## src/rtl/status_value_drain.sv

```systemverilog
// rtl/status_value_drain.sv - read-side drain for status_value_vector with skid buffer, flush and delivery counter
//
// Ports:
//   clk_i         clock
//   rsn_i         asynchronous active-low reset
//   vec_valid_i   vector holds at least one entry
//   vec_value_i   vector head entry (combinational from the vector)
//   vec_pull_o    remove the vector head at the next edge
//   out_valid_o   out_value_o holds a valid entry
//   out_value_o   oldest buffered entry
//   out_ready_i   consumer accepts out_value_o this cycle
//   flush_i       request to discard the buffer and drain the vector
//   flush_done_o  one-cycle pulse when a flush completes
//   busy_o        flush in progress
//   drain_count_o entries delivered downstream (wraps)
module status_value_drain #(
  parameter int WIDTH     = 4,
  parameter int CNT_WIDTH = 16
) (
  input  logic                 clk_i,
  input  logic                 rsn_i,
  input  logic                 vec_valid_i,
  input  logic [WIDTH-1:0]     vec_value_i,
  output logic                 vec_pull_o,
  output logic                 out_valid_o,
  output logic [WIDTH-1:0]     out_value_o,
  input  logic                 out_ready_i,
  input  logic                 flush_i,
  output logic                 flush_done_o,
  output logic                 busy_o,
  output logic [CNT_WIDTH-1:0] drain_count_o
);

  typedef enum logic {ST_RUN, ST_FLUSH} state_t;

  state_t               state, state_nxt;
  logic [1:0]           count, count_nxt;
  logic                 rd_ptr, rd_ptr_nxt;
  logic                 wr_ptr, wr_ptr_nxt;
  logic [WIDTH-1:0]     storage [2];
  logic [CNT_WIDTH-1:0] cnt, cnt_nxt;
  logic                 done_q, done_nxt;
  logic                 pull;
  logic                 pop;
  logic                 capture;

  always_comb begin
    state_nxt  = state;
    count_nxt  = count;
    rd_ptr_nxt = rd_ptr;
    wr_ptr_nxt = wr_ptr;
    cnt_nxt    = cnt;
    done_nxt   = 1'b0;
    pull       = 1'b0;
    pop        = 1'b0;
    capture    = 1'b0;
    case (state)
      ST_RUN: begin
        // Pull depends only on registered occupancy, never on out_ready_i,
        // so the consumer's ready has no combinational path to the vector.
        pull    = vec_valid_i && (count != 2'd2) && !flush_i;
        pop     = (count != 2'd0) && out_ready_i && !flush_i;
        capture = pull;
        if (flush_i) begin
          state_nxt  = ST_FLUSH;
          count_nxt  = 2'd0;
          rd_ptr_nxt = 1'b0;
          wr_ptr_nxt = 1'b0;
        end else begin
          if (pull) wr_ptr_nxt = ~wr_ptr;
          if (pop) begin
            rd_ptr_nxt = ~rd_ptr;
            cnt_nxt    = cnt + 1'b1;
          end
          count_nxt = count + {1'b0, pull} - {1'b0, pop};
        end
      end
      ST_FLUSH: begin
        // Discard everything the vector offers; the first empty cycle ends it.
        pull = vec_valid_i;
        if (!vec_valid_i) begin
          state_nxt = ST_RUN;
          done_nxt  = 1'b1;
        end
      end
      default: state_nxt = ST_RUN;
    endcase
  end

  always_ff @(posedge clk_i or negedge rsn_i) begin
    if (!rsn_i) begin
      state      <= ST_RUN;
      count      <= 2'd0;
      rd_ptr     <= 1'b0;
      wr_ptr     <= 1'b0;
      cnt        <= '0;
      done_q     <= 1'b0;
      storage[0] <= '0;
      storage[1] <= '0;
    end else begin
      state  <= state_nxt;
      count  <= count_nxt;
      rd_ptr <= rd_ptr_nxt;
      wr_ptr <= wr_ptr_nxt;
      cnt    <= cnt_nxt;
      done_q <= done_nxt;
      if (capture) storage[wr_ptr] <= vec_value_i;
    end
  end

  // Gating with rsn_i keeps the vector untouched while reset is held.
  assign vec_pull_o    = pull && rsn_i;
  assign out_valid_o   = (count != 2'd0);
  assign out_value_o   = storage[rd_ptr];
  assign busy_o        = (state == ST_FLUSH);
  assign flush_done_o  = done_q;
  assign drain_count_o = cnt;

endmodule

```

## config.mk

```make
export PLATFORM = sky130hd
export DESIGN_NAME = status_value_drain
export DESIGN_NICKNAME = d
export VERILOG_FILES = /design/src/rtl/status_value_drain.sv
export SDC_FILE = /design/constraint.sdc
export NUM_CORES = 1
export LEC_CHECK = 0
export CELL_PAD_IN_SITES_DETAIL_PLACEMENT = 1
export CELL_PAD_IN_SITES_GLOBAL_PLACEMENT = 1
export CORE_ASPECT_RATIO = 1.5
export CORE_UTILIZATION = 38
export DETAILED_ROUTE_END_ITERATION = 8
export PLACE_DENSITY_LB_ADDON = 0.2
export SKIP_CTS_REPAIR_TIMING = 1
export SYNTH_ARGS = -nofsm -noshare
export SYNTH_HDL_FRONTEND = slang
export SYNTH_SLANG_ARGS = --single-unit
```

## constraint.sdc

```tcl
create_clock -name clk_i -period 2 [get_ports clk_i]
set_input_delay 0.6 -clock clk_i [delete_from_list [all_inputs] [get_ports clk_i]]
set_output_delay 0.6 -clock clk_i [all_outputs]
set_load 0.02 [all_outputs]
```

---- After elaboration in Yosys (flattened, before gate mapping) ----
Cells that the tools add are included.
storage, ports and cells
  flip-flop bits (word level) ............. 30
  input bits .............................. 9
cells by class
  $add $sub $neg .......................... 3
  bitwise gates (word level) .............. 6
  equal/unequal tests ..................... 1
  mux-type cells .......................... 18
  reductions and logical operators ........ 13
  order comparisons ....................... 3
operator list
  cell                     count
  $add A16 B1 Y16 const B  1
  $mux W4                  4
  $mux W1                  9
  $bwmux W8                1
  $logic_and A1 B1 Y1      6
  $reduce_bool A2 Y1       3
  $demux W4 S1             1
  $ge A2 B2 Y1 const B     2
  $not A1 Y1               4
  $not A1 Y2               2
  $pmux W1 S2              2
  $reduce_and A2 Y1        2
  $reduce_and A3 Y1        1
  $add A2 B1 Y2            1
  $lt A2 B1 Y1 const B     1
  $mux W2                  1
  $ne A2 B2 Y1 const B     1
  $sub A2 B1 Y2            1
  $logic_not A1 Y1         1

---- Longest topological paths before layout ----
  depth in word-level cells ............... 6
  depth in mapped cells ................... 10

---- Least setup slack after synthesis ----
OpenSTA, ideal clock, no wires.
  path type ............................... input-to-output
  from .................................... in flush_i
  to ...................................... out vec_pull_o
  stages on the path ...................... 4
  slack ................................... -0.116 ns
  buffers on the path ..................... 1
  data required time ...................... 1.400 ns
  arrival time ............................ 1.516 ns
  cells stage by stage .................... clkbuf_1 inv_1 nand3_1 a21boi_0
between the ends
  cells in the longest elaborated chain, start to end .. 4
RTL lines
  what                 line  source
  from (decl)          28    input logic flush_i,
  $logic_not A1 Y1     61    pull = vec_valid_i && (count != 2'd2) && !flush_i;
  $logic_and A1 B1 Y1  61
  $pmux W1 S2          57    case (state)
  $logic_and A1 B1 Y1  112   assign vec_pull_o = pull && rsn_i;
  to (decl)            24    output logic vec_pull_o,
Every way passes these cells.

---- Worst setup path after layout ----
  from .................................... reg cnt[10], in the netlist drain_count_o[10]
  to ...................................... out drain_count_o[10]
RTL lines
  what                    line  source
  from (decl)             41    logic [CNT_WIDTH-1:0] cnt, cnt_nxt;
  from (signal assigned)  105   cnt <= cnt_nxt;
  to (decl)               31    output logic [CNT_WIDTH-1:0] drain_count_o
No word-level cell between the ends.

==> flow_metrics.tcl <==
set metrics [dict create \
    max-vdd-ir-drop_uv 872.8 \
    synth_area_leaders "dfrtp_1 (53%), mux2_2 (10%), xnor2_1 (6.8%)" \
    vias_per_cell 5.248 \
    drtIter0Drc 12 \
    p_int_mw 1.580 \
    pin_count 33 \
    pwr-share-seq_pct 37.6 \
    worstPathArrival_ns 1.33 \
    power_mw 2.339 \
    cts_inserted_buffers 5 \
    netlist.top_cell.by_area "dfrtp_1" \
    tns_ns 0 \
    die_w_microns 51.74 \
    remaining_drc_errors 0 \
    grt.met3_usage_pct 7.585 \
    synth_area_sq_um 1410 \
    pwr-share-clk_pct 24.2 \
    antenna_found_initial 0 \
    critPathBufInv 1 \
    gp_congestion 0.7912 \
    fin_skew_ns 0.001213 \
    detail_route.first_pass.iterations 4 \
    root_buffer "clkbuf_8" \
    grt_pass1_wl_mm 5.851 \
    hold_violations 0 \
    numPortBuffers 32 \
    min_period_ns 1.927 \
    overflow 0 \
    row_count 26 \
    dp_hpwl_mm 2.553 \
    finalCritPeriodShare_pct 96.36 \
    setup_viol 0 \
    p_per_area_nw_per_um2 1122 \
    whs_ns 0.4464 \
    start_util_pct 40.51 \
    vias 1144 \
    nets 187 \
    synth-edff-count 0 \
    switching_share_pct 32.43 \
    crit_family "buffers and inverters" \
    p_sw_mw 0.7586 \
    slew_headroom_pct 73.86 \
    min_path_type "in2async" \
    final-seq-area_sq_um 752.0 \
    synth_area_per_cell_sq_um 11.75 \
    die_h_microns 76.61 \
    final_area_sq_um 2085 \
    cp.required_ns 1.40 \
    synth-async-reset-ratio_pct 100.0 \
    layout-drive-gt1-share_pct 29.55 \
    ff2ff_setup_slack_ns 0.15 \
    syn_to_final_growth_pct 47.83 \
    synth_top_cells_by_count "dfrtp_1 (30), mux2_2 (13), xnor2_1 (11)" \
    grt_max_degree 31 \
    track_usage_pct 20.79 \
    yosys_warnings 0 \
    die_area_sq_um 3963 \
    synth_most_common_cell "dfrtp_1" \
    path_class "reg2out" \
    clkTransAtPathRegs_ns 0.06 \
    n_fill_cell 358 \
    maxCapViolCount 0 \
    start_kind "flop" \
    antenna_cells 0 \
    clock-sinks 30 \
    wirelength_mm 3.493 \
    insertion_delay_ns 0.28 \
    rsz0062_at_grt "no" \
    dpl_cell_area_sq_um 1914 \
    synth_top_area_share_pct 53.24 \
    ys.flop_type "dfrtp_1" \
    worst_r2r_endpoint "count[1]$_DFFE_PN0N_" \
    grt_pass1_vias 1213 \
    path_cells "clkdlybuf4s50_1" \
    multi_input_area_sq_um 659.4 \
    ys_seq_elements 30 \
    p_leak_nw 1.083 \
    reg2reg_depth 10 \
    slew_viol_final 0 \
    h-tree-depth 2 \
    worst_pin_slew_ns 0.3921 \
    r2r_start "count[1]$_DFFE_PN0N_" \
    fmax_ghz 0.5189 \
    grt-busiest-layer "met2" \
    status "finished clean" \
    use_met2_pct 37.40 \
    seq_area_frac_synth_pct 53.24 \
    slowest_delay_ns 0.63 \
    synth_cells 120 \
    cts_tree "built" \
    cpMaxStageDelayCell "clkdlybuf4s50_1" \
    wl_per_cell_microns 16.02 \
    pwr-share-comb_pct 38.2 \
    gr-usage-met1_pct 20.15 \
    critPathMaxFanout 5 \
    synth_cell_type_count 30 \
    synth_nets 132 \
    core-area_sq_um 3481 \
    cp-end-kind "primary output" \
    clockBufferDepth 2 \
    ant_nets 0 \
]
-- stage by stage --
stage	worst slack, ns	utilization, %	instances
2_1_floorplan	0.02965	-	120
3_3_place_gp	-0.5995	55.00	210
3_5_place_dp	-0.6156	55.00	210
4_1_cts	-0.6342	58.16	218
5_1_grt	0.01952	59.89	218
6_report	0.07277	59.89	218
-- placed cells by master, fill, tap and decap left out, types with 5 or more instances in the layout --
master	netlist	routed
clkbuf_8	0	8
clkdlybuf4s50_1	0	17
dlymetal6s2s_1	0	14
xor2_1	5	5
buf_4	0	18
nand2_1	9	9
mux2_2	13	13
xnor2_1	11	10
nand4_1	7	7
dfrtp_1	30	29
-- state kept, by name, summed over array words and instances, names as in the netlist --
register and flops:
wr_ptr 1, flush_done_o 1, busy_o 1, drain_count_o 16, storage 8, count 2, rd_ptr 1
-- logic make-up (layout without fill, tap and decap cells) --
group           after synthesis  after routing  share of synthesized area (%)
compound gates                9              9                          3.905
fa+ha+maj                     3              3                          2.662
simple gates                 43             43                          17.83
flops                        30             30                          53.24
xor+xnor                     16             16                          9.938
mux                          14             14                          11.09
buf+inv                       5             61                          1.331
-- cell type report --
class	instances	area share, %
Multi-Input combinational cell	85	31.63
Clock buffer	8	5.282
Tap cell	42	2.521
Inverter	2	0.3601
Timing Repair Buffer	51	24.13
Sequential cell	30	36.07
-- layer usage --
metal,vias to the layer above,routed length (microns),part of all wire (%)
met5,-,0,0
met3,10,158,4.5
li1,538,-,-
met2,33,2014,58
met1,563,1232,35
met4,0,88,2.5
-- worst max-delay path by stage --
| stage | startpoint | endpoint | slack [ns] | cells after the start |
|---|---|---|---|---|
| 2_1_floorplan | flush_i | count[1]$_DFFE_PN0N_ | 0.03 | 10 |
| 3_3_place_gp | vec_valid_i | vec_pull_o | -0.60 | 4 |
| 3_5_place_dp | vec_valid_i | vec_pull_o | -0.62 | 4 |
| 4_1_cts | vec_valid_i | vec_pull_o | -0.63 | 4 |
| 5_1_grt | drain_count_o[10]$_DFFE_PN0P_ | drain_count_o[10] | 0.02 | 1 |
| 6_report | drain_count_o[10]$_DFFE_PN0P_ | drain_count_o[10] | 0.07 | 1 |
-- power groups by stage --
stage          logic [mW]  clock network (mW)  registers (mW)
2_1_floorplan       0.438                   0           0.910
3_3_place_gp        0.862                   0           0.870
3_5_place_dp        0.896                   0           0.890
4_1_cts             0.915               0.588           0.883
5_1_grt             0.964               0.609           0.897
6_report            0.893               0.566           0.880
No activity file was read; power rests on OpenSTA's default activity.
